[config.mk]
export PLATFORM = sky130hd
export DESIGN_NAME = br_resolve_flat
export DESIGN_NICKNAME = d
export VERILOG_FILES = /design/src/rtl/rv_br_pkg.sv /design/src/rtl/br_resolve_if.sv /design/src/rtl/br_decide.sv /design/src/rtl/br_resolve.sv /design/src/flat_wrapper.sv
export SDC_FILE = /design/constraint.sdc
export NUM_CORES = 1
export LEC_CHECK = 0
export BUFFER_PORTS_ARGS = -buffer_cell sky130_fd_sc_hd__buf_2
export CAP_MARGIN = 20
export CORE_ASPECT_RATIO = 1.25
export CORE_UTILIZATION = 40
export DETAILED_ROUTE_END_ITERATION = 12
export GPL_TIMING_DRIVEN = 1
export PLACE_DENSITY = 0.66
export SKIP_LAST_GASP = 1
export SLEW_MARGIN = 10
export SYNTH_ARGS = -nofsm -noshare
export SYNTH_HDL_FRONTEND = slang
export SYNTH_SLANG_ARGS = --single-unit
export TNS_END_PERCENT = 1
[constraint.sdc]
create_clock -name clk_i -period 2.85 [get_ports clk_i]
set_clock_uncertainty 0.2 [all_clocks]
set_input_delay 0.1425 -clock clk_i [delete_from_list [all_inputs] [get_ports clk_i]]
set_output_delay 0.1425 -clock clk_i [all_outputs]
set_load 0.01 [all_outputs]
[src/rtl/rv_br_pkg.sv]
// Shared definitions for branch resolution: funct3 codes, FSM states, datapath width.
package rv_br_pkg;

   localparam int XLEN = 32;

   localparam logic [2:0] BEQ  = 3'b000;
   localparam logic [2:0] BNE  = 3'b001;
   localparam logic [2:0] BLT  = 3'b100;
   localparam logic [2:0] BGE  = 3'b101;
   localparam logic [2:0] BLTU = 3'b110;
   localparam logic [2:0] BGEU = 3'b111;

   typedef enum logic {
      IDLE  = 1'b0,
      FLUSH = 1'b1
   } br_state_e;

   // Only BLTU/BGEU compare unsigned.
   function automatic logic f3_is_unsigned(input logic [2:0] funct3);
      return funct3[2] & funct3[1];
   endfunction

endpackage

[src/rtl/br_resolve_if.sv]
// Execute-stage to branch-resolution bundle: instruction/comparator inputs and redirect/flush/counter outputs.
interface br_resolve_if #(
   parameter int CNT_W = 16
);
   import rv_br_pkg::*;

   logic              valid_i;
   logic              is_br_i;
   logic              is_jmp_i;
   logic [2:0]        funct3_i;
   logic              br_less_i;
   logic              br_equal_i;
   logic              pred_taken_i;
   logic              stall_i;
   logic [XLEN-1:0]   pc_i;
   logic [XLEN-1:0]   target_i;
   logic              br_unsign_o;
   logic              redirect_o;
   logic [XLEN-1:0]   redirect_pc_o;
   logic              flush_o;
   logic              illegal_o;
   logic [CNT_W-1:0]  br_cnt_o;
   logic [CNT_W-1:0]  misp_cnt_o;

   modport master (
      output valid_i, is_br_i, is_jmp_i, funct3_i, br_less_i, br_equal_i,
             pred_taken_i, stall_i, pc_i, target_i,
      input  br_unsign_o, redirect_o, redirect_pc_o, flush_o, illegal_o,
             br_cnt_o, misp_cnt_o
   );

   modport slave (
      input  valid_i, is_br_i, is_jmp_i, funct3_i, br_less_i, br_equal_i,
             pred_taken_i, stall_i, pc_i, target_i,
      output br_unsign_o, redirect_o, redirect_pc_o, flush_o, illegal_o,
             br_cnt_o, misp_cnt_o
   );

endinterface

[src/rtl/br_decide.sv]
// Combinational branch decision: funct3 + comparator flags -> taken / illegal / unsigned mode.
module br_decide
   import rv_br_pkg::*;
(
   input  logic [2:0] funct3,
   input  logic       is_jmp,
   input  logic       br_less,
   input  logic       br_equal,
   output logic       taken,
   output logic       illegal,
   output logic       unsign
);

   always_comb begin
      taken   = 1'b0;
      illegal = 1'b0;
      case (funct3)
         BEQ:        taken = br_equal;
         BNE:        taken = ~br_equal;
         BLT, BLTU:  taken = br_less;
         BGE, BGEU:  taken = ~br_less;
         default:    illegal = 1'b1;
      endcase
      // Jumps ignore funct3 entirely, so a reserved code is not illegal for them.
      if (is_jmp) begin
         taken   = 1'b1;
         illegal = 1'b0;
      end
   end

   assign unsign = f3_is_unsigned(funct3);

endmodule

[src/rtl/br_resolve.sv]
// Branch resolution: taken decision vs. prediction, redirect + fixed flush window, saturating perf counters.
// state | meaning
// IDLE  | resolving branches/jumps as they arrive
// FLUSH | flush_o high, wrong-path instructions ignored until window expires
module br_resolve
   import rv_br_pkg::*;
#(
   parameter int FLUSH_CYCLES = 2,
   parameter int CNT_W        = 16
) (
   input  logic           clk_i,
   input  logic           rst_ni,
   br_resolve_if.slave    bus
);

   localparam logic [3:0] FLUSH_INIT = 4'(FLUSH_CYCLES);

   br_state_e        state, state_nxt;
   logic [3:0]       flush_cnt, flush_cnt_nxt;
   logic             taken, illegal_f3;
   logic             accept, mispredict;
   logic             redirect, illegal;
   logic [XLEN-1:0]  redirect_pc;
   logic [CNT_W-1:0] br_cnt, misp_cnt;

   br_decide u_decide (
      .funct3   (bus.funct3_i),
      .is_jmp   (bus.is_jmp_i),
      .br_less  (bus.br_less_i),
      .br_equal (bus.br_equal_i),
      .taken    (taken),
      .illegal  (illegal_f3),
      .unsign   (bus.br_unsign_o)
   );

   assign accept     = (state == IDLE) && bus.valid_i && !bus.stall_i
                       && (bus.is_br_i || bus.is_jmp_i);
   assign mispredict = accept && (taken != bus.pred_taken_i);

   always_comb begin
      state_nxt     = state;
      flush_cnt_nxt = flush_cnt;
      case (state)
         IDLE: begin
            if (mispredict) begin
               state_nxt     = FLUSH;
               flush_cnt_nxt = FLUSH_INIT;
            end
         end
         FLUSH: begin
            if (flush_cnt == 4'd1) begin
               state_nxt     = IDLE;
               flush_cnt_nxt = 4'd0;
            end else begin
               flush_cnt_nxt = flush_cnt - 4'd1;
            end
         end
         default: begin
            state_nxt     = IDLE;
            flush_cnt_nxt = 4'd0;
         end
      endcase
   end

   always_ff @(posedge clk_i or negedge rst_ni) begin
      if (!rst_ni) begin
         state     <= IDLE;
         flush_cnt <= 4'd0;
      end else begin
         state     <= state_nxt;
         flush_cnt <= flush_cnt_nxt;
      end
   end

   always_ff @(posedge clk_i or negedge rst_ni) begin
      if (!rst_ni) begin
         redirect    <= 1'b0;
         redirect_pc <= '0;
         illegal     <= 1'b0;
         br_cnt      <= '0;
         misp_cnt    <= '0;
      end else begin
         redirect <= mispredict;
         illegal  <= accept && illegal_f3;
         if (mispredict)
            redirect_pc <= taken ? bus.target_i : bus.pc_i + XLEN'(4);
         if (accept && (br_cnt != '1))
            br_cnt <= br_cnt + 1'b1;
         if (mispredict && (misp_cnt != '1))
            misp_cnt <= misp_cnt + 1'b1;
      end
   end

   assign bus.redirect_o    = redirect;
   assign bus.redirect_pc_o = redirect_pc;
   assign bus.illegal_o     = illegal;
   assign bus.flush_o       = (state == FLUSH);
   assign bus.br_cnt_o      = br_cnt;
   assign bus.misp_cnt_o    = misp_cnt;

endmodule

[src/flat_wrapper.sv]
// flat-port wrapper written by rule: the top's interface ports become plain ports
module br_resolve_flat import rv_br_pkg::*;
#(
   parameter int FLUSH_CYCLES = 2,
   parameter int CNT_W        = 16
)
  (clk_i, rst_ni, bus_valid_i, bus_is_br_i, bus_is_jmp_i, bus_funct3_i, bus_br_less_i, bus_br_equal_i, bus_pred_taken_i, bus_stall_i, bus_pc_i, bus_target_i, bus_br_unsign_o, bus_redirect_o, bus_redirect_pc_o, bus_flush_o, bus_illegal_o, bus_br_cnt_o, bus_misp_cnt_o);
  br_resolve_if #(.CNT_W(CNT_W)) bus_i ();
  input  logic clk_i;
  input  logic rst_ni;
  input wire logic [$bits(bus_i.valid_i)-1:0] bus_valid_i;
  input wire logic [$bits(bus_i.is_br_i)-1:0] bus_is_br_i;
  input wire logic [$bits(bus_i.is_jmp_i)-1:0] bus_is_jmp_i;
  input wire logic [$bits(bus_i.funct3_i)-1:0] bus_funct3_i;
  input wire logic [$bits(bus_i.br_less_i)-1:0] bus_br_less_i;
  input wire logic [$bits(bus_i.br_equal_i)-1:0] bus_br_equal_i;
  input wire logic [$bits(bus_i.pred_taken_i)-1:0] bus_pred_taken_i;
  input wire logic [$bits(bus_i.stall_i)-1:0] bus_stall_i;
  input wire logic [$bits(bus_i.pc_i)-1:0] bus_pc_i;
  input wire logic [$bits(bus_i.target_i)-1:0] bus_target_i;
  output wire logic [$bits(bus_i.br_unsign_o)-1:0] bus_br_unsign_o;
  output wire logic [$bits(bus_i.redirect_o)-1:0] bus_redirect_o;
  output wire logic [$bits(bus_i.redirect_pc_o)-1:0] bus_redirect_pc_o;
  output wire logic [$bits(bus_i.flush_o)-1:0] bus_flush_o;
  output wire logic [$bits(bus_i.illegal_o)-1:0] bus_illegal_o;
  output wire logic [$bits(bus_i.br_cnt_o)-1:0] bus_br_cnt_o;
  output wire logic [$bits(bus_i.misp_cnt_o)-1:0] bus_misp_cnt_o;
  assign bus_i.valid_i = bus_valid_i;
  assign bus_i.is_br_i = bus_is_br_i;
  assign bus_i.is_jmp_i = bus_is_jmp_i;
  assign bus_i.funct3_i = bus_funct3_i;
  assign bus_i.br_less_i = bus_br_less_i;
  assign bus_i.br_equal_i = bus_br_equal_i;
  assign bus_i.pred_taken_i = bus_pred_taken_i;
  assign bus_i.stall_i = bus_stall_i;
  assign bus_i.pc_i = bus_pc_i;
  assign bus_i.target_i = bus_target_i;
  assign bus_br_unsign_o = bus_i.br_unsign_o;
  assign bus_redirect_o = bus_i.redirect_o;
  assign bus_redirect_pc_o = bus_i.redirect_pc_o;
  assign bus_flush_o = bus_i.flush_o;
  assign bus_illegal_o = bus_i.illegal_o;
  assign bus_br_cnt_o = bus_i.br_cnt_o;
  assign bus_misp_cnt_o = bus_i.misp_cnt_o;
  br_resolve #(.FLUSH_CYCLES(FLUSH_CYCLES), .CNT_W(CNT_W)) u_core (.clk_i(clk_i), .rst_ni(rst_ni), .bus(bus_i));
endmodule
Yosys cells after proc, flatten, opt, wreduce, memory -nomap -nowiden:

Index checks and enable logic that the tools add are counted.

* $add $sub $neg: 4
* multipliers: 0
* div/mod/pow operators: 0
* order comparisons: 0
* equal/unequal tests: 10
* shifts and indexed selects: 0
* multiplexer cells: 11
* bitwise operators: 4
* reduce and logical (&&, ||, !) cells: 13

Operators by type and width (number)
* $add 16x1->16 const B: 2
* $add 32x3->32 const B: 1
* $mux 32: 1
* $ne 16x16->1 const B: 2
* $eq 3x3->1 const B: 4
* $mux 4: 2
* $pmux 4 s2: 1
* $logic_and 1x1->1: 7
* $reduce_or 6->1: 1
* $mux 1: 5
* $eq 4x1->1 const B: 1
* $pmux 1 s4: 1
* $reduce_or 2->1: 2
* $sub 4x1->4 const B: 1
* $eq 3x1->1 const B: 1
* $logic_not 3->1: 1
* $not 1->1: 3
* $ne 2x1->1 const B: 1
* $pmux 1 s2: 1
* $and 1x1->1: 1
* $logic_not 1->1: 1
* $logic_or 1x1->1: 1
* $ne 1x1->1: 1

* flip-flop bits (word level): 71
* bits in latches: 0
* RAM bits: 0
* bits in read-only memories: 0
* bits of input ports: 76
* output and inout bits: 68
* logic and storage cells: 49
* memories kept: 0

Longest topological paths before layout:

Gate-level depths: netlist of run 1.

* word-level depth: 8
* mapped depth: 8

Hierarchy:

Synthesis of run 1 repeated with hierarchy kept, for this count alone.

* cells, all modules: 427
* area total of the unflattened synthesis: 4065.1 um2

Modules (own cells, without submodules)
* br_resolve: times used 1, cells an instance 421, area an instance 4020.1 um2, seq. area each 1776.7 um2
* br_decide: times used 1, cells an instance 6, area an instance 45.0 um2, seq. area each 0.0 um2

Worst setup path before layout of run 1:

No wires, ideal clock.

* path type: flip-flop to flip-flop
* start: register u_core.misp_cnt[0], in the netlist u_core.bus.misp_cnt_o[0]
* end: register u_core.misp_cnt[1], in the netlist u_core.bus.misp_cnt_o[1]
* arrival time: 2099 ps
* data required time: 2522 ps
* path slack: 423 ps
* stages on the path, launching flop included: 6
* path through: dfrtp_1 > ha_1 > nand4_1 > nor4_1 > nor2_1 > mux2_1

* word-level cells in the longest chain between the ends: 2
* elaborated cells on any way between the ends: 3

Ends and longest elaborated chain
* from (decl): line br_resolve.sv:24 `logic [CNT_W-1:0] br_cnt, misp_cnt;`
* from (signal assigned): line br_resolve.sv:90 `misp_cnt <= misp_cnt + 1'b1;`
* parallel branches: the longest is 2 deep, another holds $add 16x1->16

Several ways; the timed one is not identified.
A chain may end at the register's enable or synchronous reset.

Final worst setup path of run 1:

* start: input bus_is_jmp_i
* end: register u_core.misp_cnt[4], in the netlist u_core.bus.misp_cnt_o[4]

* word-level cells in the longest chain between the ends: 4
* elaborated cells on any way between the ends: 6

Ends and longest elaborated chain
* from (decl): line flat_wrapper.sv:13 `input wire logic [$bits(bus_i.is_jmp_i)-1:0] bus_is_jmp_i;`
* $mux 1 or $logic_or 1x1->1 (tied branches): line br_decide.sv:25, br_resolve.sv:37
* $ne 1x1->1 or $logic_and 1x1->1 (tied branches): line br_resolve.sv:38, br_resolve.sv:37
* $logic_and 1x1->1 *: line br_resolve.sv:38 `assign mispredict = accept && (taken != bus.pred_taken_i);`
* named net u_core.mispredict: line br_resolve.sv:21 `logic accept, mispredict;`
* $logic_and 1x1->1 *: line br_resolve.sv:89 `if (mispredict && (misp_cnt != '1))`

Mark *: on every way through the listed nets, which the timed path passes. The rest lies on a longest branch.

==> key figures, run 1 <==
Timing
  – Final period util: 0.922
  – Hold WS: approximately 0.013 ns
  – Final min period: 2.63 ns
  – Max Clk Rate: 0.381 GHz
  – Setup Viol. Count Final: 0
  – Max-Slew Margin vs Limit: 0.686
  – Final Slew Violations: 0
  – Slew @ Worst Pin: 0.471 ns
  – Final hold violations: 0
  – RSZ-0062 raised after global routing: false
  – Final setup TNS: 0 ns
  – Final worst slack: 0.222 ns

Yosys
  – Seq/Total Area, Yosys: 0.436
  – Top cell type's share of synthesized area: 0.436
  – Synthesized net count: 518
  – Top cells by area, synth: dfrtp_1, xnor2_1, nand2_1
  – Avg Cell Area, Syn: around 9.3 µm²
  – Syn Std Cell Area: 4080 µm²
  – #FFs+latches synth: 71
  – YS warnings: 0
  – Dominant cell type by area after synthesis: dfrtp_1
  – Netlist cell types: 50
  – Post-Synthesis Cells: 437

Place
  – Post-DP HPWL: between 8000 and 9000 µm
  – Post-Place Cell Area: 4960 µm²
  – Dpl cells: approximately 700
  – PortBufs: 143
  – DP Worst Slack: 0.222 ns
  – GP Congestion: 0.823

Route
  – DR pass1 iterations: 4
  – WL final: roughly 11000 µm
  – Post-DRT Antenna Nets: 0
  – Starting DRT DRC Count: between 100 and 150
  – Vias/cell: approximately 5.3
  – # DRC: 0
  – Via count: slightly above 4k
  – WL per Instance: 14.9 µm

Floorplanning
  – Core area: just under 10000 µm²
  – Die H: 115 µm
  – I/O pin count: 144
  – Die X-Extent: 92.3 µm
  – Starting Density: 0.418
  – Die ar.: 10600 µm²
  – Cell Rows: 40

Setup path
  – Slowest cell on the critical path: dlygate4sd3_1
  – Worst reg2reg startpoint: u_core.bus.flush_o
  – Reg2reg end: u_core.bus.misp_cnt_o[9]
  – Critical Path, Cell by Cell: dlygate4sd3_1, buf_2, a211oi_1, a32o_1, mux2i_4, inv_2, nand4_1, mux2_2
  – CP required: 2.86 ns
  – Startpoint types: input pin
  – Crit Path Max Fanout: 11
  – Setup CP Type: in2reg
  – CP peak stage delay: around 0.53 ns
  – R2r setup slk: 0.23 ns
  – Critical path endpoint category: flip-flop
  – Worst reg2reg path depth: 6
  – Crit path arrival time: approximately 2.6 ns

Run status
  – Status: completed

Power
  – Tot Pwr: 4.07 mW
  – Leakage power: ~2.7 nW
  – VDD IR-drop max: ~0.32 mV
  – Power per cell area: between 700 and 800 nW/µm²

Clock network
  – CTS tree: yes
  – Postcts setup bufs: 0
  – Cts hold-fix bufs: 47
  – Clock sinks: 71
  – H-tree levels: 3
  – Worst skew pair latency: 0.33 ns
  – CTS Root Cell: clkbuf_16
  – Resized Gates After CTS: 0
  – CTS max path bufs: 2
  – Reg clk slew, reported paths: 0.06 ns
  – CTS buffer count: 9

Finish
  – Design area: 5770 µm²
  – Commonest non-fill, non-tap cell in the layout: buf_2
  – Final cell count without fillers: 762
  – Final Core Density: 0.592
  – Final net count: 712
  – FILL cells: 867
  – # diodes: 0
  – Layout cells sized above 1: 0.288
  – Area delta synth->final: 41.6%
  – Most frequent cells in the layout: buf_2, dfrtp_1, nand2_1

Worst hold path
  – Worst Hold Class: in2reg
  – Hold path start: bus_pc_i[2]
  – Hold Path Depth: 4
  – Worst hold path endpoint: u_core.bus.redirect_pc_o[2]

Global route
  – Vias in the first global route: 4009
  – Initial antenna violation count: 0
  – Largest net degree at the start of global routing: 37
  – GRT Total Usage: 0.218
  – First-pass GRT wire length: 18300 µm
  – Total congestion overflow: 0

Run
  – Max cap viols: 0
## worst max-delay path: cells and delay by family
kind	cells	cell delay [ns]
compound gates	2	0.69
buf+inv	3	0.85
simple gates	1	0.14
mux	2	0.81
## routing by layer
metal	track usage	share of wire
met5	0	0
met4	0.0823	0.018
met3	0.0403	0.045
met2	0.397	0.52
met1	0.255	0.42
## logic make-up (layout without fill, tap and decap cells)
| group | Yosys count | count (layout) | synth area share |
|---|---|---|---|
| AOI/OAI and AO/OA | 66 | 66 | 0.108 |
| xor gates and xnor gates | 55 | 55 | 0.118 |
| adders and majority gates | 5 | 5 | 0.0153 |
| buffers and inverters | 29 | 228 | 0.0319 |
| DFF | 71 | 71 | 0.436 |
| muxes | 16 | 16 | 0.0411 |
| and+or+nand+nor | 195 | 195 | 0.250 |
## registers in the layout, indices dropped and copies added (netlist names)
register,flops
u_core.bus.br_cnt_o,16
u_core.bus.flush_o,1
u_core.bus.illegal_o,1
u_core.bus.misp_cnt_o,16
u_core.bus.redirect_o,1
u_core.bus.redirect_pc_o,32
u_core.flush_cnt,4
## where the power goes
group | switching, mW | total, mW | internal (mW)
Clock | 0.411 | 1.25 | 0.839
Sequential | 0.274 | 1.60 | 1.33
Combinational | 0.648 | 1.22 | 0.572
## synthesized netlist by cell type, drive strengths merged
cell type,count
inv,11
nor2,24
nor3b,1
nor3,11
or3b,2
a21oi,6
a21o,8
clkbuf,11
nand3b,1
buf,7
o21a,1
a22o,1
dfrtp,71
nand2,63
and4,8
a211oi,1
mux2,3
nand2b,2
nor4b,4
xnor2,39
and2,1
or3,4
xor2,16
ha,5
nand3,33
and3,5
o221a,1
o21ai,19
nand4,20
mux2i,13
o221ai,2
a32oi,1
o211ai,15
nor4,11
a22oi,3
o31ai,1
a32o,1
a31oi,5
nor2b,2
or2,2
or4,1
o31a,1
## area by class of cell
class | count | area, µm² | area share
Clock buffer | 12 | 267 | 0.0462
Clock inverter | 4 | 76.3 | 0.0132
Inverter | 11 | 41.3 | 0.00715
Multi-Input combinational cell | 337 | 2190 | 0.379
Sequential cell | 71 | 1780 | 0.308
Tap cell | 126 | 158 | 0.0273
Timing Repair Buffer | 201 | 1270 | 0.220
## worst max path at each step
stage	startpoint	to	slack, ns	cells past startpoint
2_1_floorplan	u_core.bus.misp_cnt_o[0]	u_core.bus.misp_cnt_o[1]	0.42	5
3_3_place_gp	u_core.bus.flush_o	u_core.bus.misp_cnt_o[9]	0.32	6
3_5_place_dp	u_core.bus.flush_o	u_core.bus.misp_cnt_o[9]	0.22	6
4_1_cts	u_core.bus.flush_o	u_core.bus.misp_cnt_o[9]	0.20	6
5_1_grt	u_core.bus.flush_o	u_core.bus.misp_cnt_o[9]	0.05	6
6_report	bus_is_jmp_i	u_core.bus.misp_cnt_o[4]	0.22	8
Note: power is estimated with default switching activity, not from simulation.
==> run 2: changes to the inputs <==
--- a/config.mk
+++ b/config.mk
@@ -11,10 +11,12 @@
 export CORE_UTILIZATION = 40
 export DETAILED_ROUTE_END_ITERATION = 12
 export GPL_TIMING_DRIVEN = 1
+export HOLD_SLACK_MARGIN = 0.06
 export PLACE_DENSITY = 0.66
 export SKIP_LAST_GASP = 1
 export SLEW_MARGIN = 10
 export SYNTH_ARGS = -nofsm -noshare
 export SYNTH_HDL_FRONTEND = slang
+export SYNTH_HIERARCHICAL = 1
 export SYNTH_SLANG_ARGS = --single-unit
 export TNS_END_PERCENT = 1
==> key figures, run 2 <==
Run status
  – Status: completed (unchanged)

Yosys
  – Asr flop ratio synth: 1.00 (unchanged)
  – Synthesized net count: 508 (was 518)
  – Seq/Total Area, Yosys: 0.437 (was 0.436)
  – YS warnings: 6 (was 0)
  – Post-Synthesis Cells: 427 (was 437)
  – Top cells by area, synth: dfrtp_1, xnor2_1, nand2_1 (unchanged)
  – Post-synth top cells: dfrtp_1, nand2_1, xnor2_1 (unchanged)
  – Syn Std Cell Area: 4070 µm² (was 4080 µm²)
  – Dominant cell type by area after synthesis: dfrtp_1 (unchanged)
  – Netlist cell types: 50 (unchanged)
  – Top cell type's share of synthesized area: 0.437 (was 0.436)
  – Avg Cell Area, Syn: 9.52 µm² (was 9.33 µm²)
  – Top FF cell, synth: dfrtp_1 (unchanged)
  – Count leader, synth: dfrtp_1 (unchanged)
  – #FFs+latches synth: 71 (unchanged)
  – Post-synth EDFFs: 0 (unchanged)

Floorplanning
  – Die ar.: 10600 µm² (about the same)
  – Cell Rows: 40 (unchanged)
  – Starting Density: 0.417 (was 0.418)
  – Core area: 9760 µm² (unchanged)
  – I/O pin count: 144 (unchanged)
  – Die X-Extent: 92.2 µm (was 92.3 µm)
  – Die H: 115 µm (about the same)

Finish
  – Area delta synth->final: 42.6% (was 41.6%)
  – Final cell count without fillers: 760 (was 762)
  – Most frequent cells in the layout: buf_2, dfrtp_1, dlygate4sd3_1 (was buf_2, dfrtp_1, nand2_1)
  – # diodes: 0 (unchanged)
  – Final net count: 712 (unchanged)
  – Commonest non-fill, non-tap cell in the layout: buf_2 (unchanged)
  – Layout cells sized above 1: 0.287 (was 0.288)
  – Final Core Density: 0.594 (was 0.592)
  – Max reg flops: 32 (unchanged)
  – FILL cells: 862 (was 867)
  – Design area: 5800 µm² (was 5770 µm²)

Route
  – Starting DRT DRC Count: 144 (was 139)
  – WL final: 11000 µm (was 11300 µm)
  – WL per Instance: 14.4 µm (was 14.9 µm)
  – # DRC: 0 (unchanged)
  – Via count: 3949 (was 4062)
  – Post-DRT Antenna Nets: 0 (unchanged)
  – Vias/cell: 5.20 (was 5.33)
  – DR pass1 iterations: 4 (unchanged)

Place
  – Post-DP HPWL: 7720 µm (was 8290 µm)
  – GP Congestion: 0.826 (was 0.823)
  – Post-Place Cell Area: 4900 µm² (was 4960 µm²)
  – PortBufs: 143 (unchanged)
  – DP Worst Slack: 0.351 ns (was 0.222 ns)
  – Dpl cells: 684 (was 699)

Global route
  – Total congestion overflow: 0 (unchanged)
  – Largest net degree at the start of global routing: 72 (was 37)
  – GRT Total Usage: 0.210 (was 0.218)
  – First-pass GRT wire length: 17500 µm (was 18300 µm)
  – Vias in the first global route: 3824 (was 4009)
  – Initial antenna violation count: 0 (unchanged)

Setup path
  – Critical path endpoint category: flip-flop (unchanged)
  – CP required: 2.91 ns (was 2.86 ns)
  – Crit path arrival time: 2.78 ns (was 2.63 ns)
  – Startpoint types: flip-flop (was input pin)
  – Crit Path Max Fanout: 15 (was 11)
  – Setup CP Type: reg2reg (was in2reg)
  – R2r setup slk: 0.14 ns (was 0.23 ns)

Clock network
  – Worst skew pair latency: 0.33 ns (about the same)
  – Clock sinks: 71 (unchanged)
  – CTS max path bufs: 2 (unchanged)
  – Reg clk slew, reported paths: 0.05 ns (was 0.06 ns)
  – CTS Root Cell: clkbuf_16 (unchanged)
  – CTS tree: yes (unchanged)
  – H-tree levels: 3 (unchanged)
  – CTS buffer count: 9 (unchanged)

Power
  – Leakage power: 2.73 nW (was 2.71 nW)
  – VDD IR-drop max: 0.315 mV (was 0.318 mV)
  – Power per cell area: 640 nW/µm² (was 705 nW/µm²)

Timing
  – Final period util: 0.952 (was 0.922)
  – RSZ-0062 raised after global routing: true (was false)
  – Final Slew Violations: 0 (unchanged)
  – Setup Viol. Count Final: 0 (unchanged)
  – Max Clk Rate: 0.369 GHz (was 0.381 GHz)
  – Max-Slew Margin vs Limit: 0.409 (was 0.686)
  – Final worst slack: 0.137 ns (was 0.222 ns)
  – Hold WS: 0.0709 ns (was 0.0128 ns)
  – Final hold violations: 0 (unchanged)
  – Slew @ Worst Pin: 0.887 ns (was 0.471 ns)
  – Final min period: 2.71 ns (was 2.63 ns)

Worst hold path
  – Worst Hold Class: in2reg (unchanged)

Run
  – Max cap viols: 0 (unchanged)
[run 2: layer usage]
layer	vias to the layer above	global-route usage	share of wire
met1	1874	0.249	0.42
met5	-	0	0
met2	112	0.369	0.52
li1	1940	-	-
met3	23	0.0332	0.034
met4	0	0.107	0.029
[run 2: final cells by class]
cell class	instances	area (µm²)	area share
Clock buffer	13	260	0.0449
Sequential cell	71	1780	0.306
Multi-Input combinational cell	327	2180	0.375
Inverter	12	45.0	0.00777
Timing Repair Buffer	210	1380	0.237
Tap cell	126	158	0.0272
Clock inverter	1	5.00	0.000863
[run 2: worst paths after layout]
kind / end / startpoint / depth (start not counted)
min in group asynchronous: u_core/bus.br_cnt_o[14] / rst_ni / 2
max in group asynchronous: u_core/bus.misp_cnt_o[15] / rst_ni / 2
worst min-delay path: u_core/bus.redirect_pc_o[3] / bus_pc_i[3] / 4
worst max register to register: u_core/bus.redirect_pc_o[18] / u_core/bus.flush_o / 5
worst min register to register: u_core/bus.redirect_pc_o[3] / u_core/bus.redirect_pc_o[3] / 2
worst max-delay path: u_core/bus.redirect_pc_o[18] / u_core/bus.flush_o / 5
[run 2: what timing repair did]
item                       in CTS  in global routing
setup endpoints to repair       0                 10
hold buffers                   62                  0
hold endpoints to repair      104                  0
setup buffers                   0                  0
resized for setup               0                  2
[run 2: logic make-up after synthesis]
family | Yosys count | synth area share
AND/OR/NAND/NOR | 170 | 0.231
AO/OA/AOI/OAI | 82 | 0.130
flip-flops | 71 | 0.437
XOR/XNOR | 55 | 0.118
buffers and inverters | 29 | 0.0292
multiplexers | 15 | 0.0391
adder cells (fa/ha/maj) | 5 | 0.0154
[run 2: where the power goes]
part | switching, mW | internal, mW
registers | 0.232 | 1.28
clock network | 0.379 | 0.625
logic | 0.586 | 0.607
[run 2: stage by stage]
step                setup TNS [ns]  power [mW]
floorplan                        0        2.07
global placement                 0        2.52
detailed placement               0        2.56
CTS                              0        3.74
global route               -0.0160        3.95
finish                           0        3.71
[run 2: critical path, stage by stage (launching register included)]
cell and delay [ns]:
dfrtp_1 0.47, or3b_1 0.43, nor2_1 0.41, nand2_2 0.31, o21ai_1 0.23, dlygate4sd3_1 0.58
